===== src/rtl/line_decoder_pkg.sv =====
// rtl/line_decoder_pkg.sv - shared widths, line vector type and decode helper
package line_decoder_pkg;

   localparam int SEL_W = 3;
   localparam int OUT_W = 8;

   typedef logic [OUT_W-1:0] line_vec_t;

   // MSB-first one-hot: index 0 lights the top line, index 7 the bottom line
   function automatic line_vec_t decode_msb_first(input logic en, input logic [SEL_W-1:0] idx);
      line_vec_t v;
      v = '0;
      if (en) begin
         v = line_vec_t'(8'h80) >> idx;
      end
      return v;
   endfunction

endpackage


===== src/rtl/line_decoder_if.sv =====
// rtl/line_decoder_if.sv - select inputs and decoded line outputs of line_decoder
interface line_decoder_if;
   import line_decoder_pkg::*;

   logic      Enable;
   logic      A;
   logic      B;
   logic      C;
   logic      clr_hist;
   line_vec_t F;
   line_vec_t F_q;
   line_vec_t hist;

   modport master (
      output Enable, A, B, C, clr_hist,
      input  F, F_q, hist
   );

   modport slave (
      input  Enable, A, B, C, clr_hist,
      output F, F_q, hist
   );

endinterface


===== src/rtl/line_decoder_core.sv =====
// rtl/line_decoder_core.sv - purely combinational 3-to-8 MSB-first decode
import line_decoder_pkg::*;

module line_decoder_core (
   input  logic             en,
   input  logic [SEL_W-1:0] idx,
   output line_vec_t        f
);

   // Decode is independent of clock and reset so it stays valid during reset
   always_comb begin
      f = '0;
      f = decode_msb_first(en, idx);
   end

endmodule


===== src/rtl/line_decoder.sv =====
// rtl/line_decoder.sv - decoder top with registered copy and sticky history mask
import line_decoder_pkg::*;

module line_decoder (
   input  logic          clk,
   input  logic          rst_n,
   line_decoder_if.slave bus
);

   logic [SEL_W-1:0] idx;
   line_vec_t        f_comb;
   line_vec_t        f_q_r;
   line_vec_t        hist_r;

   assign idx = {bus.A, bus.B, bus.C};

   line_decoder_core u_core (
      .en  (bus.Enable),
      .idx (idx),
      .f   (f_comb)
   );

   // Registered copy of the decode for glitch-free downstream sampling
   always_ff @(posedge clk or negedge rst_n) begin
      if (!rst_n) begin
         f_q_r <= '0;
      end else begin
         f_q_r <= f_comb;
      end
   end

   // Sticky history of registered lines; a clear wins and drops the current F_q
   always_ff @(posedge clk or negedge rst_n) begin
      if (!rst_n) begin
         hist_r <= '0;
      end else if (bus.clr_hist) begin
         hist_r <= '0;
      end else begin
         hist_r <= hist_r | f_q_r;
      end
   end

   assign bus.F    = f_comb;
   assign bus.F_q  = f_q_r;
   assign bus.hist = hist_r;

endmodule


===== src/flat_wrapper.sv =====
// flat-port wrapper written by rule: the top's interface ports become plain ports
module line_decoder_flat 
  (clk, rst_n, bus_Enable, bus_A, bus_B, bus_C, bus_clr_hist, bus_F, bus_F_q, bus_hist);
  line_decoder_if bus_i ();
  input  logic clk;
  input  logic rst_n;
  input wire logic [$bits(bus_i.Enable)-1:0] bus_Enable;
  input wire logic [$bits(bus_i.A)-1:0] bus_A;
  input wire logic [$bits(bus_i.B)-1:0] bus_B;
  input wire logic [$bits(bus_i.C)-1:0] bus_C;
  input wire logic [$bits(bus_i.clr_hist)-1:0] bus_clr_hist;
  output wire logic [$bits(bus_i.F)-1:0] bus_F;
  output wire logic [$bits(bus_i.F_q)-1:0] bus_F_q;
  output wire logic [$bits(bus_i.hist)-1:0] bus_hist;
  assign bus_i.Enable = bus_Enable;
  assign bus_i.A = bus_A;
  assign bus_i.B = bus_B;
  assign bus_i.C = bus_C;
  assign bus_i.clr_hist = bus_clr_hist;
  assign bus_F = bus_i.F;
  assign bus_F_q = bus_i.F_q;
  assign bus_hist = bus_i.hist;
  line_decoder u_core (.clk(clk), .rst_n(rst_n), .bus(bus_i));
endmodule

===== config.mk =====
export PLATFORM = sky130hd
export DESIGN_NAME = line_decoder_flat
export DESIGN_NICKNAME = d
export VERILOG_FILES = /design/src/rtl/line_decoder_pkg.sv /design/src/rtl/line_decoder_if.sv /design/src/rtl/line_decoder_core.sv /design/src/rtl/line_decoder.sv /design/src/flat_wrapper.sv
export SDC_FILE = /design/constraint.sdc
export NUM_CORES = 1
export LEC_CHECK = 0
export BUFFER_PORTS_ARGS = -buffer_cell sky130_fd_sc_hd__buf_4
export CAP_MARGIN = 40
export CELL_PAD_IN_SITES_DETAIL_PLACEMENT = 1
export CELL_PAD_IN_SITES_GLOBAL_PLACEMENT = 1
export CORE_MARGIN = 2
export CORE_UTILIZATION = 35
export CTS_BUF_LIST = sky130_fd_sc_hd__clkbuf_8
export CTS_CLUSTER_DIAMETER = 150
export DETAILED_ROUTE_END_ITERATION = 8
export GPL_TIMING_DRIVEN = 0
export PLACE_DENSITY = 0.77
export SYNTH_ARGS = -nofsm -noshare
export SYNTH_HDL_FRONTEND = slang
export SYNTH_HIERARCHICAL = 1
export SYNTH_SLANG_ARGS = --single-unit

===== constraint.sdc =====
create_clock -name clk -period 0.8 [get_ports clk]
set_clock_uncertainty 0.05 [all_clocks]
set_input_delay 0.08 -clock clk [delete_from_list [all_inputs] [get_ports clk]]
set_output_delay 0.08 -clock clk [all_outputs]
set_load 0.01 [all_outputs]

==> run_results.csv <==
group,metric,value,unit
clocking,worstSkewPairLatency,240,ps
yosys,synth_nets,39,
clocking,cts_tree,"done",
run,max_cap_violations,0,
worst_setup_path,r2r_cells,2,
yosys,synthMuxAreaShare,0,%
worst_setup_path,path_max_fanout,2,
sta,setup_viol,22,
sta,setup_ws,-98.5,ps
grt,grt_first_pass_wirelength,2210,um
floorplan,io_pins,31,
outcome,violations,"negative setup slack",
floorplan,die-height,44.6,um
final_layout,fill_cells,140,
yosys,synth_top_area_share,69.4,%
worst_setup_path,max_stage_delay,400,ps
final_layout,drive_above_1_share,65.8,%
worst_setup_path,crit_type,"flip-flop to primary output",
final_layout,final_cells,89,
sta,finalHoldViolCount,0,
final_layout,syn2layout_area_growth,75.7,%
yosys,yosysSeqAreaShare,69.4,%
yosys,synth_enable_flop_cells,0,
yosys,synth_area_leaders,"dfrtp_1 69%, o21ba_1 14%, and4bb_2 6.5%",
power,ir_drop,0.773,mV
detailed_routing,ant_nets,0,
sta,fmax,1110,MHz
worst_setup_path,cp_num_cells,1,
yosys,syn_inst,32,
yosys,avgSynthCellArea,18.0,um^2
placement,dp.cells,78,
clocking,path_clk_slew,60,ps
detailed_routing,vias,452,
placement,dp_hpwl,922,um
sta,worst_hold_slack,93.7,ps
final_layout,nets,82,
placement,routabilityCongestion,0.679,
yosys,synth_simple_gate_area_share,16.7,%
grt,grt_overflow,0,
clocking,clockBufferDepth,2,
worst_setup_path,crit_chain,"buf_6",
worst_setup_path,critPathTopFamily,"flip-flops",
clocking,cts_max_level,1,
floorplan,start_util,37.8,%
yosys,yosysTopAreaCell,"dfrtp_1",
min_path,worstHoldPathType,"primary input to flip-flop",
yosys,synth_top_family_by_area,"simple AND/OR/NAND/NOR gates",
grt,grt_pass1_vias,472,
worst_setup_path,crit_buf_inv,1,
worst_setup_path,crit_start,"u_core/bus.F_q[3]",
yosys,ys_warn_count,6,
clocking,cts_root_buf,"clkbuf_8",
floorplan,core-area,1520,um^2
yosys,synth_seq_cells,16,
sta,worst_pin_slew,252,ps
yosys,synthXorXnorAreaFrac,0,%
detailed_routing,first_iter_violations,4,
sta,rsz0062_at_grt,"true",
sta,max_slew_margin,83.1,%
worst_setup_path,crit_required,670,ps
power,power.leakage,0.594,nW
yosys,synth-adder-area-share,0,%
worst_setup_path,critPathCapture,"bus_F_q[3]",
sta,final.period_utilization,112,%
worst_setup_path,critPathArrivalTime,770,ps
power,p_per_area,1610,nW/um^2
clocking,cts.sinks,16,
grt,grt_max_degree,17,
grt,antenna_found_initial,0,
floorplan,std_cell_rows,14,
final_layout,multi_input_area,185,um^2
worst_setup_path,worst_setup_path_start_kind,"flip-flop",
yosys,yosysMostFrequentCell,"dfrtp_1",
yosys,synthTopCellsByCount,"16 x dfrtp_1, 8 x o21ba_1, 3 x and4b_2, 3 x and4bb_2",
sta,setup_tns,-1530,ps
detailed_routing,wirelength,1400,um
worst_setup_path,crit_path_top_delay_cell,"dfrtp_1",
worst_setup_path,end_kind,"primary output",
yosys,syn_area,577,um^2
yosys,ys_types,6,
detailed_routing,drc,0,
grt,grt_usage,15.8,%
worst_setup_path,r2r-end,"u_core/bus.hist[3]",
floorplan,die_area,1990,um^2
worst_setup_path,r2r_start,"u_core/bus.hist[3]",
floorplan,die_w,44.6,um
detailed_routing,drt-wirelength-per-cell,15.8,um
yosys,async_reset_ff_share,100,%
final_layout,seq_area,400,um^2
clocking,numCtsBuffers,3,
final_layout,num_antenna_cells,0,
detailed_routing,drtPass1Iterations,4,
yosys,synth_ff_type,"dfrtp_1",
detailed_routing,via_per_inst,5.08,
sta,period_minus_slack,898,ps
placement,io_buffers,30,
worst_setup_path,r2r_setup_slack,-80,ps
outcome,status,"finished, violations left",
yosys,synth_compound_area_share,13.9,%
sta,slew_viol_final,0,
## metrics by stage
step | cell area, um^2 | power [W] | utilization (%) | setup WS, ps
global placement | 822 | 0.00102 | 53.9 | -77.7
floorplan | 577 | 0.000913 | - | 61.3
finish | 1010 | 0.00163 | 66.5 | -98.5
CTS | 987 | 0.00164 | 64.8 | -102
global route | 1010 | 0.00171 | 66.5 | -127
detailed placement | 822 | 0.00103 | 53.9 | -76.6
## routing by layer
metal / share of wire (%) / wire length [um] / global-route usage [%] / up-vias
met5: 0 / 0 / 0 / -
met4: 0 / 0 / 3.64 / 0
met3: 7.6 / 107 / 5.31 / 0
met2: 51 / 712 / 25.5 / 23
met1: 41 / 582 / 20.5 / 224
li1: - / - / - / 205
## worst min path at each step
| stage | from | to | slack (ps) | depth (start not counted) |
|---|---|---|---|---|
| 2_1_floorplan | rst_n | u_core/bus.F_q[0] | -270 | 0 |
| 3_3_place_gp | rst_n | u_core/bus.hist[5] | -110 | 1 |
| 3_5_place_dp | rst_n | u_core/bus.hist[5] | -100 | 1 |
| 4_1_cts | bus_clr_hist | u_core/bus.hist[3] | 90 | 2 |
| 5_1_grt | bus_clr_hist | u_core/bus.hist[7] | 90 | 2 |
| 6_report | bus_clr_hist | u_core/bus.hist[7] | 90 | 2 |
## where the power goes
part | total [W] | leakage (nW) | internal, W | switching (W)
registers | 0.000852 | 0.220 | 0.000834 | 0.0000182
clock network | 0.000563 | 0.0216 | 0.000332 | 0.000231
logic | 0.000214 | 0.353 | 0.000128 | 0.0000865
total | 0.00163 | 0.594 | 0.00129 | 0.000336
## state kept, by name (all words and copies together), names as in the netlist
signal,cells
u_core/bus.hist,8
u_core/bus.F_q,8
## cell usage in the layout (no fill, tap or decap)
cell           synthesis  routed
and4_2                 1       1
buf_4                  0      17
and4bb_2               3       3
and4b_2                3       3
dlygate4sd3_1          0       1
buf_8                  0       1
o21ba_1                8       8
nor4b_4                0       1
clkbuf_8               0       3
buf_6                  0      19
dfrtp_1               16      16
## area by class of cell
| class | count | share of cell area [%] |
|---|---|---|
| clock buffers | 3 | 4.07 |
| multi-input cells | 16 | 18.3 |
| flip-flops and latches | 16 | 39.5 |
| well taps | 16 | 1.98 |
| repair buffers | 38 | 36.2 |
## timing repair
item | in CTS | in global routing
hold buffers | 1 | 0
setup buffers | 5 | 2
pin swaps | 2 | 1
endpoints found under the setup margin | 17 | 21
gates resized for setup | 19 | 3
endpoints found under the hold margin | 16 | 0
## worst reg2reg max path: stages, from the launching register on
cell,delay [ps]
dfrtp_1,390
buf_4,140
o21ba_1,180
## logic make-up after synthesis
group           count (synthesis)
compound gates                  8
flops                          16
simple gates                    8
No activity file was read; power rests on OpenSTA's default activity.
